[src/rtl/tse_soft_reset_sequencer.sv]
// Host-side soft-reset sequencer: merges reset requests, holds them for a fixed
// time, then releases the selected lines one at a time in ascending order.
module tse_soft_reset_sequencer #(
    parameter int                 NUM_RST     = 8,
    parameter int                 HOLD_CYCLES = 64,
    parameter int                 RELEASE_GAP = 16,
    parameter int                 CW          = 8,
    parameter logic [NUM_RST-1:0] SPEED_MASK  = {NUM_RST{1'b1}}
) (
    input  logic               clk,
    input  logic               reset,
    input  logic [NUM_RST-1:0] sreset_req,
    input  logic               req_strobe,
    input  logic               global_req,
    input  logic               speed_chg,
    output logic [NUM_RST-1:0] rst_out,
    output logic               busy,
    output logic               done,
    output logic [NUM_RST-1:0] active_mask
);

    localparam int IW = (NUM_RST > 1) ? $clog2(NUM_RST) : 1;
    localparam logic [IW-1:0] LAST_IDX = IW'(NUM_RST - 1);
    localparam logic [CW-1:0] HOLD_LD  = CW'(HOLD_CYCLES - 1);
    localparam logic [CW-1:0] GAP_LD   = CW'(RELEASE_GAP - 1);

    typedef enum logic [2:0] {
        S_IDLE,
        S_ASSERT,
        S_RELEASE,
        S_GAP,
        S_DONE
    } state_t;

    state_t             state_q, state_d;
    logic [CW-1:0]      cnt_q, cnt_d;
    logic [IW-1:0]      idx_q, idx_d;
    logic [NUM_RST-1:0] active_q, active_d;
    logic [NUM_RST-1:0] pending_q, pending_d;
    logic [NUM_RST-1:0] rst_out_q, rst_out_d;
    logic [NUM_RST-1:0] new_req;
    logic [NUM_RST-1:0] next_mask;

    always_comb begin
        new_req = (req_strobe ? sreset_req : '0)
                | (global_req ? {NUM_RST{1'b1}} : '0)
                | (speed_chg  ? SPEED_MASK : '0);
        next_mask = pending_q | new_req;

        state_d   = state_q;
        cnt_d     = cnt_q;
        idx_d     = idx_q;
        active_d  = active_q;
        rst_out_d = rst_out_q;
        // Requests seen while busy queue up for the next sequence, never the current one.
        pending_d = next_mask;

        case (state_q)
            S_IDLE, S_DONE: begin
                pending_d = '0;
                if (next_mask != '0) begin
                    active_d  = next_mask;
                    rst_out_d = next_mask;
                    cnt_d     = HOLD_LD;
                    state_d   = S_ASSERT;
                end else begin
                    active_d  = '0;
                    rst_out_d = '0;
                    state_d   = S_IDLE;
                end
            end
            S_ASSERT: begin
                if (cnt_q == '0) begin
                    idx_d   = '0;
                    state_d = S_RELEASE;
                end else begin
                    cnt_d = cnt_q - CW'(1);
                end
            end
            S_RELEASE: begin
                if (active_q[idx_q]) begin
                    rst_out_d[idx_q] = 1'b0;
                    cnt_d            = GAP_LD;
                    state_d          = S_GAP;
                end else if (idx_q == LAST_IDX) begin
                    state_d = S_DONE;
                end else begin
                    idx_d = idx_q + IW'(1);
                end
            end
            S_GAP: begin
                if (cnt_q != '0) begin
                    cnt_d = cnt_q - CW'(1);
                end else if (idx_q == LAST_IDX) begin
                    state_d = S_DONE;
                end else begin
                    idx_d   = idx_q + IW'(1);
                    state_d = S_RELEASE;
                end
            end
            default: state_d = S_IDLE;
        endcase
    end

    // Reset behaves as a full-mask request already in its hold phase.
    always_ff @(posedge clk) begin
        if (reset) begin
            state_q   <= S_ASSERT;
            cnt_q     <= HOLD_LD;
            idx_q     <= '0;
            active_q  <= {NUM_RST{1'b1}};
            pending_q <= '0;
            rst_out_q <= {NUM_RST{1'b1}};
        end else begin
            state_q   <= state_d;
            cnt_q     <= cnt_d;
            idx_q     <= idx_d;
            active_q  <= active_d;
            pending_q <= pending_d;
            rst_out_q <= rst_out_d;
        end
    end

    assign rst_out     = rst_out_q;
    assign active_mask = active_q;
    assign busy        = (state_q != S_IDLE);
    assign done        = (state_q == S_DONE);

endmodule

[config.mk]
export PLATFORM = sky130hd
export DESIGN_NAME = tse_soft_reset_sequencer
export DESIGN_NICKNAME = d
export VERILOG_FILES = /design/src/rtl/tse_soft_reset_sequencer.sv
export SDC_FILE = /design/constraint.sdc
export NUM_CORES = 1
export LEC_CHECK = 0
export CORE_MARGIN = 4
export CORE_UTILIZATION = 52
export CTS_CLUSTER_DIAMETER = 100
export CTS_CLUSTER_SIZE = 14
export DETAILED_ROUTE_END_ITERATION = 10
export PLACE_DENSITY = 0.78
export SKIP_CTS_REPAIR_TIMING = 1
export SYNTH_ARGS = -nofsm -noshare
export SYNTH_HDL_FRONTEND = slang
export SYNTH_SLANG_ARGS = --single-unit
export TNS_END_PERCENT = 20
[constraint.sdc]
create_clock -name clk -period 2.3 [get_ports clk]
set_clock_uncertainty 0.05 [all_clocks]
set_input_delay 0.46 -clock clk [delete_from_list [all_inputs] [get_ports clk]]
set_output_delay 0.46 -clock clk [all_outputs]
set_load 0.01 [all_outputs]
==> results by group <==
Synthesis
  • Synthesized net count: 227
  • Yosys warning count: 0
  • Number of synthesized flops with an enable pin: 0
  • Synth cell types: 49
  • Syn avg cell area: 8.907 um^2
  • Syn Std Cell Area: 1871 um^2
  • Yosys reg bits: 38
  • Most common flop cell mapped by yosys: dfxtp_1
  • Async S/R FF share, synth: 0%
  • Post-Synthesis Cells: 210
  • Sequential element share of the synthesized area: 40.67%

Clocking
  • CTS Buffer Depth: 2
  • Worst-path clk slew: 0.12 ns
  • CTS buffer count: 5
  • CTS sink count: 38
  • H-tree depth: 2
  • Root buffer cell: clkbuf_4
  • CTS tree: yes
  • Clk Latency, worst-skew pair: 0.35 ns

GRT
  • Largest net degree at the start of global routing: 20
  • Grt ovf: 0
  • Vias in the first global route: 1634
  • Antenna violations before repair: 0
  • All-layer global routing usage: 22.34%
  • Global-route wire length before repair: 7.645 mm

Timing
  • Unrepaired setup endpoints after global routing: no
  • Slew Limit Fails: 0
  • Final hold vios: 0
  • Setup Viol. Count Final: 0
  • Peak Freq: 0.4520 GHz
  • Worst Tran Pin Value: 0.4675 ns
  • Worst slew margin: 68.03%
  • Final period util: 96.19%
  • Worst hold slack: 0.4267 ns
  • Min Tclk post-route: 2.212 ns

Pwr
  • PwrDens: 508.5 nW/um^2
  • Combinational Power Share: 7.6%
  • Sw frac: 22.05%
  • Pleak: 0.8870 nW
  • Seq pwr share: 54.9%
  • Clock power frac: 37.5%
  • Sw power: 0.0002750 W
  • Internal power component: 0.0009721 W
  • Worst vdd ir: 0.3175 mV

Route
  • DR iter-0 viols: 124
  • Drt wl/cell: 15.22 um
  • DR vias/cell: 5.724
  • Drt pass-1 iters: 5
  • Post-DRT Antenna Nets: 0
  • Residual DRC count: 0
  • Vias post-DR: 1740
  • Final WL: 4.627 mm

Floorplan
  • Initial Util: 54.76%
  • Row Count: 21
  • Die area: 4621 um^2
  • Die Y-Extent: 67.98 um
  • Num ports: 31
  • Core box area: 3416 um^2
  • Die Width: 67.98 um

Run status
  • Status: completed

Cells and area
  • Share of layout cells above drive strength 1: 16.67%
  • Layout area overhead: 31.10%
  • ANT cells: 0
  • Nets: 275
  • Commonest non-fill, non-tap cells in the layout: dfxtp_1, clkdlybuf4s50_1, nand2_1, nor2_1, buf_4
  • Post-layout util: 71.79%
  • Commonest non-fill, non-tap cell in the layout: dfxtp_1
  • Layout filler cell count: 259

Setup path
  • Critical path fanouts, max: 10
  • Critical path required time: 1.79 ns
  • Arrival time at the worst endpoint: 1.70 ns
  • Crit path capture type: primary output
  • Worst Setup Start Kind: flip-flop
  • Critical path class: reg2out

Placement
  • PortBufs: 30
  • GPL Wtd Cong: 0.8650
  • Hpwl dp: 3.415 mm

Job
  • Max-capacitance violation count: 0

Hold path
  • Worst hold path type: reg2reg
## state kept, by name, summed over array words and instances (netlist names)
signal and count:
cnt_q 8, active_mask 8, idx_q 3, rst_out 8
pending_q 8, state_q 3
## worst paths after layout
| check | from | slack (ns) | cells after the start | end |
|---|---|---|---|---|
| setup / recovery | state_q[1] | 0.09 | 3 | busy |
| setup reg to reg | idx_q[0] | 0.22 | 5 | idx_q[0] |
| hold reg to reg | rst_out[1] | 0.43 | 1 | rst_out[1] |
| hold / removal | rst_out[1] | 0.43 | 1 | rst_out[1] |
## metrics by stage
step           setup TNS (ns)  area, um^2  cells  setup WS [ns]  total power [W]
2_1_floorplan               0        1871    210         0.1947        0.0007296
3_3_place_gp           -1.258        2338    297        -0.1792        0.0007872
3_5_place_dp           -2.602        2338    297        -0.3056        0.0007889
4_1_cts                     0        2420    304        0.06250         0.001253
5_1_grt                     0        2452    304       0.008256         0.001297
6_report                    0        2452    304        0.08757         0.001247
## kinds of logic (layout without fill, tap and decap cells)
| family | Yosys count | after routing | synth area share (%) |
|---|---|---|---|
| and+or+nand+nor | 79 | 79 | 19.20 |
| buffers and inverters | 18 | 66 | 4.548 |
| DFF | 38 | 38 | 40.67 |
| muxes | 7 | 7 | 3.946 |
| AOI/OAI and AO/OA | 64 | 64 | 28.96 |
| adders and majority gates | 4 | 4 | 2.676 |
## worst max-delay path, stage by stage, from the launching register on
cell,delay [ns]
dfxtp_1,0.33
buf_4,0.17
or3_1,0.37
clkdlybuf4s50_1,0.48
## power groups by stage
stage          Clock, W  Combinational (W)  Sequential, W
2_1_floorplan         0          0.0000343       0.000695
3_3_place_gp          0          0.0000890       0.000698
3_5_place_dp          0          0.0000901       0.000699
4_1_cts        0.000478          0.0000905       0.000684
5_1_grt        0.000507           0.000103       0.000687
6_report       0.000468          0.0000945       0.000684
## routing by layer
metal,share of wire (%),track usage (%)
met1,45,30.19
met2,46,33.57
met3,7.8,6.240
met4,1.3,8.685
met5,0,0
## cell usage after synthesis, types with 3 or more instances
library cell  number  area [um^2]
dfxtp_1           38        760.7
nand2_1           26        97.59
nor2_1            25        93.84
a21oi_1           10        50.05
a211o_1            9        78.83
clkbuf_1           8        30.03
o21ai_1            8        40.04
a2111oi_2          6        90.09
inv_1              5        18.77
nor2b_1            5        31.28
ha_1               4        50.05
mux2i_1            4        40.04
nand3_1            4        20.02
nand4_1            4        25.02
nor3_1             4        20.02
a211oi_1           3        22.52
nand2b_1           3        18.77
o21ai_0            3        15.01
## final cells by class
class,count,area (um^2),share of cell area [%]
sequential,38,762.0,31.07
multi-input combinational,154,1056,43.06
timing repair buffer,53,473.0,19.29
clock buffer,6,51.30,2.092
tap,46,57.56,2.347
clock inverter,1,30.03,1.224
inverter,6,22.52,0.9184
Power figures use the tool's default switching activity.
